===== src/rtl/ssr_cfg_pkg.sv =====
// Shared types and the audio front-end register table for the I2C
// configuration sequencer.
//   i2c_op_t     : command opcode presented to the byte engine
//   cfg_state_t  : sequencer FSM states
//   cfg_entry_t  : one register write (address, data)
//   CFG_TABLE    : power-up register image, walked from index 0
package ssr_cfg_pkg;

    typedef enum logic [1:0] {
        OP_WR        = 2'd0,
        OP_START_WR  = 2'd1,
        OP_WR_STOP   = 2'd2,
        OP_STOP_ONLY = 2'd3
    } i2c_op_t;

    typedef enum logic [3:0] {
        ST_IDLE,
        ST_POWERUP,
        ST_ISSUE,
        ST_WAIT_RSP,
        ST_ABORT,
        ST_ABORT_WAIT,
        ST_BACKOFF,
        ST_DONE,
        ST_FAIL
    } cfg_state_t;

    typedef struct packed {
        logic [7:0] reg_addr;
        logic [7:0] reg_data;
    } cfg_entry_t;

    localparam int CFG_N_REGS = 8;

    localparam cfg_entry_t CFG_TABLE [CFG_N_REGS] = '{
        '{8'h0C, 8'h10},
        '{8'h0E, 8'h42},
        '{8'h10, 8'h00},
        '{8'h00, 8'h17},
        '{8'h02, 8'h17},
        '{8'h08, 8'h12},
        '{8'h0A, 8'h06},
        '{8'h12, 8'h01}
    };

    // Indices past the end of the table read as a write of 0x00 to register 0x00.
    function automatic cfg_entry_t cfg_lookup(input logic [7:0] idx);
        cfg_entry_t e;
        e = '0;
        for (int i = 0; i < CFG_N_REGS; i++) begin
            if (idx == 8'(i)) e = CFG_TABLE[i];
        end
        return e;
    endfunction

endpackage


===== src/rtl/i2c_cfg_sequencer_if.sv =====
// Command/response link between the configuration sequencer (master) and
// the byte-level I2C engine (slave).
//   cmd_valid/cmd_ready : command handshake, transfer on valid && ready
//   cmd_op/cmd_data     : opcode and byte to transmit
//   rsp_valid/rsp_ack   : one-cycle completion pulse and slave ACK
interface i2c_cfg_sequencer_if;
    import ssr_cfg_pkg::*;

    logic       cmd_valid;
    logic       cmd_ready;
    i2c_op_t    cmd_op;
    logic [7:0] cmd_data;
    logic       rsp_valid;
    logic       rsp_ack;

    modport master (
        output cmd_valid, cmd_op, cmd_data,
        input  cmd_ready, rsp_valid, rsp_ack
    );

    modport slave (
        input  cmd_valid, cmd_op, cmd_data,
        output cmd_ready, rsp_valid, rsp_ack
    );

endinterface


===== src/rtl/cfg_delay_counter.sv =====
// Down-counter used for both the power-up wait and the retry back-off.
//   clk, rst  : clock, async active-high reset
//   load      : load load_val (takes priority over count)
//   load_val  : value to load; expired rises load_val+1 counting cycles later
//   count     : decrement while non-zero
//   expired   : counter is at zero
module cfg_delay_counter #(
    parameter int WIDTH = 17
) (
    input  logic             clk,
    input  logic             rst,
    input  logic             load,
    input  logic [WIDTH-1:0] load_val,
    input  logic             count,
    output logic             expired
);

    logic [WIDTH-1:0] cnt_q, cnt_d;

    always_comb begin
        cnt_d = cnt_q;
        if (load) begin
            cnt_d = load_val;
        end else if (count && (cnt_q != '0)) begin
            cnt_d = cnt_q - 1'b1;
        end
    end

    always_ff @(posedge clk or posedge rst) begin
        if (rst) cnt_q <= '0;
        else     cnt_q <= cnt_d;
    end

    assign expired = (cnt_q == '0);

endmodule


===== src/rtl/i2c_cfg_sequencer.sv =====
// Walks CFG_TABLE after power-up, writing each entry to the front-end over
// I2C as START_WR(dev addr) / WR(reg addr) / WR_STOP(reg data). NACKed
// entries are aborted with STOP_ONLY, backed off and retried.
//   clk, rst          : clock, async active-high reset
//   start             : one-cycle run request, honoured only in IDLE
//   busy              : sequence in progress
//   done / error      : sticky completion / failure status
//   fail_idx          : entry that exhausted its retries
//   bus (master)      : command/response link to the byte engine
//
// state       | meaning
// IDLE        | waiting for start
// POWERUP     | front-end power-up delay, once per start
// ISSUE       | data command presented, waiting for cmd_ready
// WAIT_RSP    | waiting for the byte result
// ABORT       | STOP_ONLY presented after a NACK
// ABORT_WAIT  | waiting for the STOP to finish
// BACKOFF     | idle gap before retrying the entry from byte 0
// DONE        | all entries ACKed
// FAIL        | entry out of retries
module i2c_cfg_sequencer
    import ssr_cfg_pkg::*;
#(
    parameter int         N_REGS         = CFG_N_REGS,
    parameter logic [6:0] DEV_ADDR       = 7'h1A,
    parameter int         WAIT_CYCLES    = 100000,
    parameter int         MAX_RETRY      = 3,
    parameter int         BACKOFF_CYCLES = 1000
) (
    input  logic                clk,
    input  logic                rst,
    input  logic                start,
    output logic                busy,
    output logic                done,
    output logic                error,
    output logic [7:0]          fail_idx,
    i2c_cfg_sequencer_if.master bus
);

    localparam int RW      = $clog2(MAX_RETRY + 1);
    localparam int DLY_MAX = (WAIT_CYCLES > BACKOFF_CYCLES) ? WAIT_CYCLES : BACKOFF_CYCLES;
    localparam int DW      = (DLY_MAX < 2) ? 1 : $clog2(DLY_MAX + 1);

    cfg_state_t    state_q, state_d;
    logic [7:0]    entry_q, entry_d;
    logic [1:0]    byte_idx_q, byte_idx_d;
    logic [RW-1:0] retry_q, retry_d;
    logic          busy_q, busy_d, done_q, done_d, error_q, error_d;
    logic [7:0]    fail_idx_q, fail_idx_d;
    logic          cmd_valid_q, cmd_valid_d;
    i2c_op_t       cmd_op_q, cmd_op_d;
    logic [7:0]    cmd_data_q, cmd_data_d;

    logic          dly_load, dly_count, dly_expired;
    logic [DW-1:0] dly_val;
    logic          issue_next;

    function automatic i2c_op_t byte_op(input logic [1:0] b);
        case (b)
            2'd0:    return OP_START_WR;
            2'd1:    return OP_WR;
            default: return OP_WR_STOP;
        endcase
    endfunction

    function automatic logic [7:0] byte_data(input logic [7:0] idx, input logic [1:0] b);
        cfg_entry_t e;
        e = cfg_lookup(idx);
        case (b)
            2'd0:    return {DEV_ADDR, 1'b0};
            2'd1:    return e.reg_addr;
            default: return e.reg_data;
        endcase
    endfunction

    cfg_delay_counter #(.WIDTH(DW)) u_delay (
        .clk      (clk),
        .rst      (rst),
        .load     (dly_load),
        .load_val (dly_val),
        .count    (dly_count),
        .expired  (dly_expired)
    );

    always_comb begin
        state_d     = state_q;
        entry_d     = entry_q;
        byte_idx_d  = byte_idx_q;
        retry_d     = retry_q;
        busy_d      = busy_q;
        done_d      = done_q;
        error_d     = error_q;
        fail_idx_d  = fail_idx_q;
        cmd_valid_d = cmd_valid_q;
        cmd_op_d    = cmd_op_q;
        cmd_data_d  = cmd_data_q;
        dly_load    = 1'b0;
        dly_val     = '0;
        dly_count   = 1'b0;
        // Set wherever the next state is ISSUE; the command for
        // entry_d/byte_idx_d is registered below so it is stable from the
        // first cycle cmd_valid is high.
        issue_next  = 1'b0;

        case (state_q)
            ST_IDLE: begin
                if (start) begin
                    done_d     = 1'b0;
                    error_d    = 1'b0;
                    fail_idx_d = '0;
                    entry_d    = '0;
                    byte_idx_d = '0;
                    retry_d    = '0;
                    busy_d     = 1'b1;
                    if (WAIT_CYCLES == 0) begin
                        issue_next = 1'b1;
                    end else begin
                        state_d  = ST_POWERUP;
                        dly_load = 1'b1;
                        dly_val  = DW'(WAIT_CYCLES - 1);
                    end
                end
            end
            ST_POWERUP, ST_BACKOFF: begin
                dly_count = 1'b1;
                if (dly_expired) issue_next = 1'b1;
            end
            ST_ISSUE: begin
                if (bus.cmd_ready) begin
                    cmd_valid_d = 1'b0;
                    state_d     = ST_WAIT_RSP;
                end
            end
            ST_WAIT_RSP: begin
                if (bus.rsp_valid) begin
                    if (!bus.rsp_ack) begin
                        state_d     = ST_ABORT;
                        cmd_valid_d = 1'b1;
                        cmd_op_d    = OP_STOP_ONLY;
                        cmd_data_d  = '0;
                    end else if (byte_idx_q != 2'd2) begin
                        byte_idx_d = byte_idx_q + 2'd1;
                        issue_next = 1'b1;
                    end else begin
                        byte_idx_d = '0;
                        retry_d    = '0;
                        entry_d    = entry_q + 8'd1;
                        if (entry_q == 8'(N_REGS - 1)) state_d = ST_DONE;
                        else                           issue_next = 1'b1;
                    end
                end
            end
            ST_ABORT: begin
                if (bus.cmd_ready) begin
                    cmd_valid_d = 1'b0;
                    state_d     = ST_ABORT_WAIT;
                end
            end
            ST_ABORT_WAIT: begin
                if (bus.rsp_valid) begin
                    retry_d    = retry_q + 1'b1;
                    byte_idx_d = '0;
                    if (retry_d == RW'(MAX_RETRY)) begin
                        state_d = ST_FAIL;
                    end else if (BACKOFF_CYCLES == 0) begin
                        issue_next = 1'b1;
                    end else begin
                        state_d  = ST_BACKOFF;
                        dly_load = 1'b1;
                        dly_val  = DW'(BACKOFF_CYCLES - 1);
                    end
                end
            end
            ST_DONE: begin
                done_d  = 1'b1;
                busy_d  = 1'b0;
                state_d = ST_IDLE;
            end
            ST_FAIL: begin
                error_d    = 1'b1;
                fail_idx_d = entry_q;
                busy_d     = 1'b0;
                state_d    = ST_IDLE;
            end
            default: state_d = ST_IDLE;
        endcase

        if (issue_next) begin
            state_d     = ST_ISSUE;
            cmd_valid_d = 1'b1;
            cmd_op_d    = byte_op(byte_idx_d);
            cmd_data_d  = byte_data(entry_d, byte_idx_d);
        end
    end

    always_ff @(posedge clk or posedge rst) begin
        if (rst) begin
            state_q     <= ST_IDLE;
            entry_q     <= '0;
            byte_idx_q  <= '0;
            retry_q     <= '0;
            busy_q      <= 1'b0;
            done_q      <= 1'b0;
            error_q     <= 1'b0;
            fail_idx_q  <= '0;
            cmd_valid_q <= 1'b0;
            cmd_op_q    <= OP_WR;
            cmd_data_q  <= '0;
        end else begin
            state_q     <= state_d;
            entry_q     <= entry_d;
            byte_idx_q  <= byte_idx_d;
            retry_q     <= retry_d;
            busy_q      <= busy_d;
            done_q      <= done_d;
            error_q     <= error_d;
            fail_idx_q  <= fail_idx_d;
            cmd_valid_q <= cmd_valid_d;
            cmd_op_q    <= cmd_op_d;
            cmd_data_q  <= cmd_data_d;
        end
    end

    assign busy          = busy_q;
    assign done          = done_q;
    assign error         = error_q;
    assign fail_idx      = fail_idx_q;
    assign bus.cmd_valid = cmd_valid_q;
    assign bus.cmd_op    = cmd_op_q;
    assign bus.cmd_data  = cmd_data_q;

endmodule

===== src/flat_wrapper.sv =====
// flat-port wrapper written by rule: the top's interface ports become plain ports
module i2c_cfg_sequencer_flat import ssr_cfg_pkg::*;
#(
    parameter int         N_REGS         = CFG_N_REGS,
    parameter logic [6:0] DEV_ADDR       = 7'h1A,
    parameter int         WAIT_CYCLES    = 100000,
    parameter int         MAX_RETRY      = 3,
    parameter int         BACKOFF_CYCLES = 1000
)
  (clk, rst, start, busy, done, error, fail_idx, bus_cmd_valid, bus_cmd_op, bus_cmd_data, bus_cmd_ready, bus_rsp_valid, bus_rsp_ack);
  i2c_cfg_sequencer_if bus_i ();
  input  logic clk;
  input  logic rst;
  input  logic start;
  output logic busy;
  output logic done;
  output logic error;
  output logic [7:0] fail_idx;
  output wire logic [$bits(bus_i.cmd_valid)-1:0] bus_cmd_valid;
  output wire logic [$bits(bus_i.cmd_op)-1:0] bus_cmd_op;
  output wire logic [$bits(bus_i.cmd_data)-1:0] bus_cmd_data;
  input wire logic [$bits(bus_i.cmd_ready)-1:0] bus_cmd_ready;
  input wire logic [$bits(bus_i.rsp_valid)-1:0] bus_rsp_valid;
  input wire logic [$bits(bus_i.rsp_ack)-1:0] bus_rsp_ack;
  assign bus_cmd_valid = bus_i.cmd_valid;
  assign bus_cmd_op = bus_i.cmd_op;
  assign bus_cmd_data = bus_i.cmd_data;
  assign bus_i.cmd_ready = bus_cmd_ready;
  assign bus_i.rsp_valid = bus_rsp_valid;
  assign bus_i.rsp_ack = bus_rsp_ack;
  i2c_cfg_sequencer #(.N_REGS(N_REGS), .DEV_ADDR(DEV_ADDR), .WAIT_CYCLES(WAIT_CYCLES), .MAX_RETRY(MAX_RETRY), .BACKOFF_CYCLES(BACKOFF_CYCLES)) u_core (.clk(clk), .rst(rst), .start(start), .busy(busy), .done(done), .error(error), .fail_idx(fail_idx), .bus(bus_i));
endmodule

===== config.mk =====
export PLATFORM = sky130hd
export DESIGN_NAME = i2c_cfg_sequencer_flat
export DESIGN_NICKNAME = d
export VERILOG_FILES = /design/src/rtl/ssr_cfg_pkg.sv /design/src/rtl/i2c_cfg_sequencer_if.sv /design/src/rtl/cfg_delay_counter.sv /design/src/rtl/i2c_cfg_sequencer.sv /design/src/flat_wrapper.sv
export SDC_FILE = /design/constraint.sdc
export NUM_CORES = 1
export LEC_CHECK = 0
export ABC_AREA = 1
export CELL_PAD_IN_SITES_DETAIL_PLACEMENT = 2
export CELL_PAD_IN_SITES_GLOBAL_PLACEMENT = 2
export CORE_ASPECT_RATIO = 1.4
export CORE_UTILIZATION = 36
export DETAILED_ROUTE_END_ITERATION = 10
export PLACE_DENSITY = 0.83
export SLEW_MARGIN = 20
export SYNTH_ARGS = -nofsm -noshare
export SYNTH_HDL_FRONTEND = slang
export SYNTH_HIERARCHICAL = 1
export SYNTH_SLANG_ARGS = --single-unit

===== constraint.sdc =====
create_clock -name clk -period 4.4 [get_ports clk]
set_input_delay 0.44 -clock clk [delete_from_list [all_inputs] [get_ports clk]]
set_output_delay 0.44 -clock clk [all_outputs]
set_load 0.02 [all_outputs]

# ---- Word level (Yosys, flattened, before mapping)
# Cells that the tools add are included.
dict set report totals {
  inputBits 6
  out_inout_bits 22
  ff_bits 55
  elab_cells 150
  n_memories 0
  romBits 0
  latchBits 0
  mem_bits_rw 0
}
dict set report op_classes {
  mul 0
  div 0
  reduce_logical 24
  bitwise_logic 0
  shift 0
  n_eq_ne 35
  addsub 4
  n_mux 75
  magnitude_cmp 0
}
# op count
set ops {}
lappend ops {{$mux 13} 6}
lappend ops {{$mux 8} 9}
lappend ops {{$mux 17} 4}
lappend ops {{$pmux 8 s2} 3}
lappend ops {{$eq 8x3->1 const B} 5}
lappend ops {{$mux 4} 10}
lappend ops {{$pmux 17 s2} 1}
lappend ops {{$mux 2} 14}
lappend ops {{$mux 12} 2}
lappend ops {{$pmux 4 s6} 1}
lappend ops {{$ne 3x2->1 const B} 6}
lappend ops {{$logic_not 17->1} 1}
lappend ops {{$reduce_bool 17->1} 1}
lappend ops {{$sub 17x1->17 const B} 1}
lappend ops {{$eq 4x3->1 const B} 4}
lappend ops {{$eq 8x2->1 const B} 2}
lappend ops {{$mux 1} 15}
lappend ops {{$ne 2x2->1 const B} 6}
lappend ops {{$pmux 1 s2} 6}
lappend ops {{$pmux 2 s3} 2}
lappend ops {{$reduce_bool 2->1} 6}
lappend ops {{$mux 10} 1}
lappend ops {{$add 8x1->8 const B} 1}
lappend ops {{$eq 4x2->1 const B} 2}
lappend ops {{other kinds (22)} 29}

# ---- Depth between registers and ports, before layout
# Gate-level depths: netlist (run 1).
dict set report logic_depth {
  depth_word 16
  mapped_depth 17
  depth_no_buf 17
}

# ---- Modules after synthesis
# The synthesis (run 1) kept the hierarchy.
# module instances area_per_inst_um2 cells_each seq_area_each_um2
set modules_own_cells {}
lappend modules_own_cells {i2c_cfg_sequencer 1 2239.6 314 925.9}
lappend modules_own_cells {cfg_delay_counter 1 1266.2 195 425.4}

# ---- Worst setup path after synthesis (run 1)
# Ideal clock, no wire load.
dict set report synth_path {
  kind {register to register}
  from {reg u_core.state_q[3]}
  to {reg u_core.u_delay.cnt_q[2]}
  slack_ns 2.021
  required_time_ns 4.275
  stages_incl_launch_ff 12
  path_buffers 3
  setup_time_ns 0.125
  arrival_time_ns 2.255
  synth_period_minus_slack_ns 2.379
  path_cell_list {dfrtp_1 nor2_2 nand2_1 nor2_1 inv_1 clkbuf_1 o21ai_0 inv_1 buf_2 clkbuf_1 nand3_1 nand3_1}
}
dict set report synth_between {
  word_cells_on_any_way 11
  cone_classes {3 x eq/ne; 4 x mux; 4 x reduce/logical}
}
# item line
set synth_rtl {}
lappend synth_rtl {{start: declaration} i2c_cfg_sequencer.sv:44} ;# cfg_state_t state_q, state_d;
lappend synth_rtl {{start signal: assignment} i2c_cfg_sequencer.sv:210} ;# state_q <= state_d;
lappend synth_rtl {{$eq 4x3->1 / $logic_not 4->1 (equally long branches)} i2c_cfg_sequencer.sv:105} ;# case (state_q)
lappend synth_rtl {{$pmux 1 s2 *} i2c_cfg_sequencer.sv:105}
lappend synth_rtl {{named net u_core.dly_load} i2c_cfg_sequencer.sv:54} ;# logic dly_load, dly_count, dly_expired;
lappend synth_rtl {{$mux 17 / $reduce_bool 2->1 (equally long branches)} --}
lappend synth_rtl {{end signal: assignment} cfg_delay_counter.sv:31} ;# else cnt_q <= cnt_d;
lappend synth_rtl {{end: declaration} cfg_delay_counter.sv:18} ;# logic [WIDTH-1:0] cnt_q, cnt_d;
# Mark *: on every way through the listed nets, which the timed path passes. The rest lies on a longest branch.
# A chain may end at the register's enable or synchronous reset.

# ---- Final worst setup path (run 1)
dict set report layout_path {
  from {reg u_core.state_q[1]}
  to {reg u_core.u_delay.cnt_q[5]}
}
# Same word-level chain as after synthesis.

==> flow_metrics.py, run 1 <==
metrics = {
    "run_status": {
        "status": "completed",
    },
    "synthesis": {
        "synthCells": 509,
        "synth_ff_type": "dfrtp_1",
        "synth_cell_types": 34,
        "synthesis.area_um2": 3510,
        "yosysWarnings": 6,
        "synth-edff-count": 0,
        "ys_seq_elements": 54,
        "synth_area_per_cell_um2": 6.89,
        "async_flop_share_pct": 100,
        "ys_seq_area_share_pct": 38.5,
    },
    "clocking": {
        "root_buffer": "clkbuf_16",
        "cts_tree": "built",
        "htree_levels": 2,
        "post_cts_resized": 0,
        "clock_latency_ns": 0.30,
        "cts.hold.buffers_added": 0,
        "clkTransAtPathRegs_ns": 0.08,
        "post-cts-setup-buffers": 0,
        "cts_made_buffers": 5,
        "cts.path.max_buffers": 2,
        "numClockSinks": 54,
    },
    "pwr": {
        "power_mw": 2.73,
        "p_clk_share_pct": 15.3,
        "power.leakage_nw": 1.98,
        "p_seq_share_pct": 28.7,
        "p_int_mw": 1.35,
        "peakVddDrop_uv": 223,
        "comb_power_share_pct": 55.9,
        "p_per_area_nw_per_um2": 681,
        "swShare_pct": 50.6,
        "p_sw_mw": 1.38,
    },
    "setup_path": {
        "critPathKind": "flip-flop to flip-flop",
        "rrSetupSlack_ns": 1.56,
        "critPathSlowestCell": "dfrtp_1",
        "crit_fanout": 27,
        "required_ns": 4.63,
        "path_cells": "nor2_1 > nand2_1 > nor2_1 > inv_1 > o21ai_1 > buf_4 > inv_1 > nand2_4 > nand2_1 > o21ai_2",
        "critPathMaxStageDelay_ns": 0.42,
        "cp_top_family": "simple AND/OR/NAND/NOR gates",
        "critPathCaptureType": "flip-flop",
        "path_buf_inv": 3,
        "startpoint_type": "flip-flop",
        "arrival_ns": 3.07,
    },
    "detailed_routing": {
        "ant_nets": 0,
        "wirelength_met1_um": 4190,
        "wl_met2_um": 6620,
        "post_drt_wl_per_cell_um": 17.2,
        "highest_layer": "met4",
        "num_vias": 3376,
        "drt-total-wl_um": 11100,
        "wl_met3_um": 140,
        "route.detailed.drc": 0,
        "firstDrtPassIters": 4,
        "drtIter0Drc": 78,
        "via_per_inst": 5.21,
    },
    "timing": {
        "worstMarginPinSlew_ns": 0.743,
        "slew_headroom_pct": 50.4,
        "period_needed_ns": 2.84,
        "fin_worst_skew_ns": 0.00968,
        "whs_ns": 0.479,
        "fin_setup_tns_ns": 0,
        "maxSlewViolCount": 0,
        "period_share_pct": 64.6,
        "setup_viol": 0,
        "rsz0062_at_grt": "no",
        "worst_slack_ns": 1.56,
        "fmax_ghz": 0.352,
        "finalHoldViolations": 0,
    },
    "place": {
        "routabilityCongestion": 0.809,
        "dpl_worst_slack_ns": 1.41,
        "port_buffers": 26,
        "placed_cell_area_um2": 3860,
        "dp.final_hpwl_um": 8850,
        "dp_cells": 640,
    },
    "grt": {
        "grt_usage_pct": 24.1,
        "overflow": 0,
        "grt_pass1_vias": 3865,
        "grt_max_degree": 38,
        "grt_pass1_wl_um": 19000,
        "antenna_found_initial": 0,
    },
    "floorplan": {
        "io_pins": 28,
        "dieHeight_um": 119,
        "chipWidth_um": 85.4,
        "num_rows": 42,
        "core_area_um2": 9460,
        "dieArea_um2": 10100,
        "start_util_pct": 37.1,
    },
    "layout": {
        "final_cell_mix": "164 x nand2_1, 56 x nand3_1, 55 x inv_1",
        "antenna_cells": 0,
        "layout_commonest_cell": "nand2_1",
        "utilization_pct": 42.4,
        "syn_to_final_growth_pct": 14.3,
        "drive_above_1_share_pct": 10.8,
        "finalNonFillerCells": 648,
        "final_cell_area_um2": 4010,
        "fin_nets": 546,
    },
    "run": {
        "maxCapViolCount": 0,
    },
    "worst_hold_path": {
        "hp-class": "flip-flop to flip-flop",
    },
}
state kept, by name (all words and copies together), names as in the netlist:
register,flops
u_core/bus.cmd_data,7
u_core/byte_idx_q,2
u_core/retry_q,2
u_core/bus.cmd_valid,1
u_core/state_q,4
u_core/fail_idx,8
u_core/u_delay/cnt_q,17
u_core/error,1
u_core/busy,1
u_core/done,1
u_core/bus.cmd_op,2
u_core/entry_q,8
cell usage after synthesis (5+ instances only):
cell type  number  area share (%)
nand2_1       164              18
nand3_1        56             8.0
inv_1          55             5.9
dfrtp_1        54              39
nor2_1         50             5.4
o21ai_0        21             3.0
o21ai_1        16             2.3
inv_2          10             1.1
nand2_2         8             1.4
nor2_2          8             1.4
o21ai_2         8             2.0
a21oi_1         7             1.0
nor2_4          6             1.9
clkbuf_1        5            0.54
nor3_1          5            0.71
routing by layer:
layer	global-route usage [%]	vias to the layer above
met2	49.6	24
met3	2.72	13
li1	-	1657
met4	6.35	0
met1	24.6	1682
met5	0	-
area by class of cell:
class                   count  area, um2
clock buffers               5        125
clock inverters             3       25.0
fillers                  1160       5450
inverters                  65        244
multi-input cells         383       1850
flip-flops and latches     54       1350
well taps                 110        138
repair buffers             28        275
tightest hold or removal path, cell delays in order (launching register included):
cell and delay, ns:
dfrtp_1 0.35, nand2_1 0.05, nand2_1 0.05
path summary, 6_finish.rpt:
check                                     start                      end  depth (start not counted)
setup reg to reg              u_core/state_q[1]  u_core/u_delay/cnt_q[5]                         10
hold reg to reg            u_core/bus.cmd_valid     u_core/bus.cmd_valid                          2
max in group asynchronous                   rst  u_core/u_delay/cnt_q[8]                          2
min in group asynchronous                   rst              u_core/done                          3
setup / recovery              u_core/state_q[1]  u_core/u_delay/cnt_q[5]                         10
hold / removal             u_core/bus.cmd_valid     u_core/bus.cmd_valid                          2
power by group through the flow:
stage / clock (mW) / combinational (mW) / sequential (mW)
finish: 0.418 / 1.53 / 0.784
global route: 0.442 / 1.72 / 0.807
CTS: 0.433 / 1.55 / 0.787
detailed placement: 0 / 1.53 / 0.796
global placement: 0 / 1.45 / 0.789
floorplan: 0 / 1.07 / 0.821
cells by family after synthesis:
| logic type | after synthesis | synth area share [%] |
|---|---|---|
| compound gates | 61 | 10.2 |
| xor+xnor | 5 | 1.25 |
| fa+ha+maj | 3 | 1.07 |
| buf+inv | 76 | 9.14 |
| flops | 54 | 38.5 |
| other cells | 1 | 0.107 |
| simple gates | 309 | 39.7 |
Note: power is estimated with default switching activity, not from simulation.
==> run 2, diff against run 1 <==
CORE_UTILIZATION = 33   (was 36)
PLACE_DENSITY = 0.77   (was 0.83)
clock period = 2.65 ns   (was 4.4 ns; I/O delays follow)
==> run 2 against run 1 <==
Against the previous run: register-to-register slack got worse by 1.3 ns; fmax rose by 17%; critical path depth grew 1; design area grew 2.6%; sequential share of layout area down 0.85 points; via count increased by 2.5%; largest cell class unchanged; flip-flop and latch count did not move; non-clock buffer count increased by 7; setup slack got worse by 1.3 ns; critical endpoint is now u_core/u_delay/cnt_q[14].
==> flow_metrics.py, run 2 (synthesis results as in run 1) <==
metrics = {
    "clocking": {
        "root_buffer": "clkbuf_16",
        "clock_latency_ns": 0.30,
        "cts.path.max_buffers": 2,
        "cts_tree": "built",
        "clkTransAtPathRegs_ns": 0.07,
        "cts_made_buffers": 5,
        "cts.hold.buffers_added": 0,
        "htree_levels": 2,
        "numClockSinks": 54,
    },
    "grt": {
        "met1_usage_pct": 22.2,
        "grt_usage_pct": 21.9,
        "use_met3_pct": 2.32,
        "grt_pass1_vias": 3839,
        "grt_max_degree": 38,
        "grt_pass1_wl_um": 18300,
        "antenna_found_initial": 0,
        "overflow": 0,
        "grt.busiest_layer": "met2",
        "grt_use_met2_pct": 45.2,
    },
    "layout": {
        "fin_nets": 554,
        "syn_to_final_growth_pct": 17.3,
        "fillers": 1296,
        "largest_register_ffs": 17,
        "drive_above_1_share_pct": 12.3,
        "utilization_pct": 39.7,
        "final_cell_mix": "164 x nand2_1, 56 x nand3_1, 54 x inv_1, 54 x dfrtp_1, 50 x nor2_1",
        "antenna_cells": 0,
        "finalNonFillerCells": 684,
        "multi_input_area_um2": 1850,
        "register_area_um2": 1350,
        "regMostFlops": "u_core/u_delay/cnt_q",
        "final_cell_area_um2": 4110,
        "layout_commonest_cell": "nand2_1",
    },
    "timing": {
        "fin_worst_skew_ns": 0.00534,
        "fmax_ghz": 0.412,
        "worstMarginPinSlew_ns": 0.758,
        "whs_ns": 0.423,
        "slew_headroom_pct": 49.4,
        "period_needed_ns": 2.43,
        "finalHoldViolations": 0,
        "setup_viol": 0,
        "fin_setup_tns_ns": 0,
        "maxSlewViolCount": 0,
        "worst_slack_ns": 0.223,
        "period_share_pct": 91.6,
    },
    "place": {
        "dpl_worst_slack_ns": 0.0529,
        "routabilityCongestion": 0.799,
        "dp.final_hpwl_um": 8520,
        "dp_cells": 673,
        "port_buffers": 26,
        "placed_cell_area_um2": 3930,
    },
    "floorplan": {
        "core_area_um2": 10300,
        "start_util_pct": 33.9,
        "num_rows": 44,
        "dieHeight_um": 124,
        "dieArea_um2": 11000,
        "io_pins": 28,
        "chipWidth_um": 89.1,
    },
    "pwr": {
        "power.leakage_nw": 2.02,
        "swShare_pct": 49.9,
        "comb_power_share_pct": 56.4,
        "p_sw_mw": 2.30,
        "p_clk_share_pct": 15.3,
        "power_mw": 4.61,
        "p_per_area_nw_per_um2": 1120,
        "peakVddDrop_uv": 405,
        "p_seq_share_pct": 28.3,
        "p_int_mw": 2.31,
    },
    "detailed_routing": {
        "drt-total-wl_um": 11200,
        "post_drt_wl_per_cell_um": 16.4,
        "ant_nets": 0,
        "firstDrtPassIters": 4,
        "via_per_inst": 5.06,
        "route.detailed.drc": 0,
        "num_vias": 3459,
        "drtIter0Drc": 67,
    },
    "setup_path": {
        "crit_fanout": 26,
        "startpoint_type": "flip-flop",
        "critPathCaptureType": "flip-flop",
        "arrival_ns": 2.60,
        "required_ns": 2.83,
        "critPathKind": "flip-flop to flip-flop",
        "r2r_start": "u_core/state_q[3]",
        "setup.worst_path.start": "u_core/state_q[3]",
    },
    "worst_hold_path": {
        "hp-class": "primary input to async pin",
    },
    "run_status": {
        "status": "completed",
    },
    "run": {
        "maxCapViolCount": 0,
    },
}
[run 2: changes by cell type in the layout (fill, tap and decap cells not counted)]
cell and change:
o21ai_1 -1, buf_4 +7, clkinvlp_4 +1, clkbuf_1 +1, clkinv_4 -1, clkbuf_8 +1, o21ai_2 +1, inv_1 -1
[run 2: layer usage]
layer  up-vias  routed length [um]  share of wire [%]
li1       1676                   -                  -
met5         -                   0                  0
met2        23                6650                 59
met1      1748                4220                 38
met4         0                 196                1.7
met3        12                 149                1.3
[run 2: layout make-up]
class                      count  share of cell area, %
inverter                      65                   6.03
sequential                    54                   32.9
clock inverter                 1                  0.213
tap                          138                   4.20
clock buffer                   7                   3.47
multi-input combinational    383                   45.1
timing repair buffer          35                   7.97
timing repair inverter         1                  0.183
[run 2: worst max-delay path, cell delays in order (launching register included)]
cell     delay [ns]
dfrtp_1        0.44
inv_1          0.11
nand2_1        0.12
nor2_2         0.26
inv_2          0.08
nor2_1         0.15
inv_1          0.10
o21ai_2        0.29
buf_4          0.35
nor2_1         0.22
nand2_1        0.11
nand3_1        0.07
[run 2: final timing paths]
path,to,slack [ns],cells after the start
worst max-delay path,u_core/u_delay/cnt_q[14],0.22,11
worst min-delay path,u_core/done,0.42,3
worst max register to register,u_core/u_delay/cnt_q[14],0.22,11
worst min register to register,u_core/done,0.48,2
max in group asynchronous,u_core/u_delay/cnt_q[9],1.74,2
min in group clk,u_core/done,0.48,2
[run 2: power by group through the flow]
stage | Combinational [mW] | Clock, mW | Sequential [mW]
floorplan | 1.77 | 0 | 1.36
global placement | 2.47 | 0 | 1.30
detailed placement | 2.58 | 0 | 1.32
CTS | 2.61 | 0.738 | 1.31
global route | 2.95 | 0.749 | 1.34
finish | 2.60 | 0.707 | 1.30
[run 2: timing repair]
action / in CTS / in global routing
buffers inserted: 0 / 2
hold endpoints to repair: 0 / 0
setup endpoints to repair: 0 / 2
resized for setup: 0 / 3
==> run 3, diff against run 2 <==
ABC_CLOCK_PERIOD_IN_PS = 2650   (was unset)
==> results of run 3 <==
Final layout, timing and power as in run 2 (identical DEF).
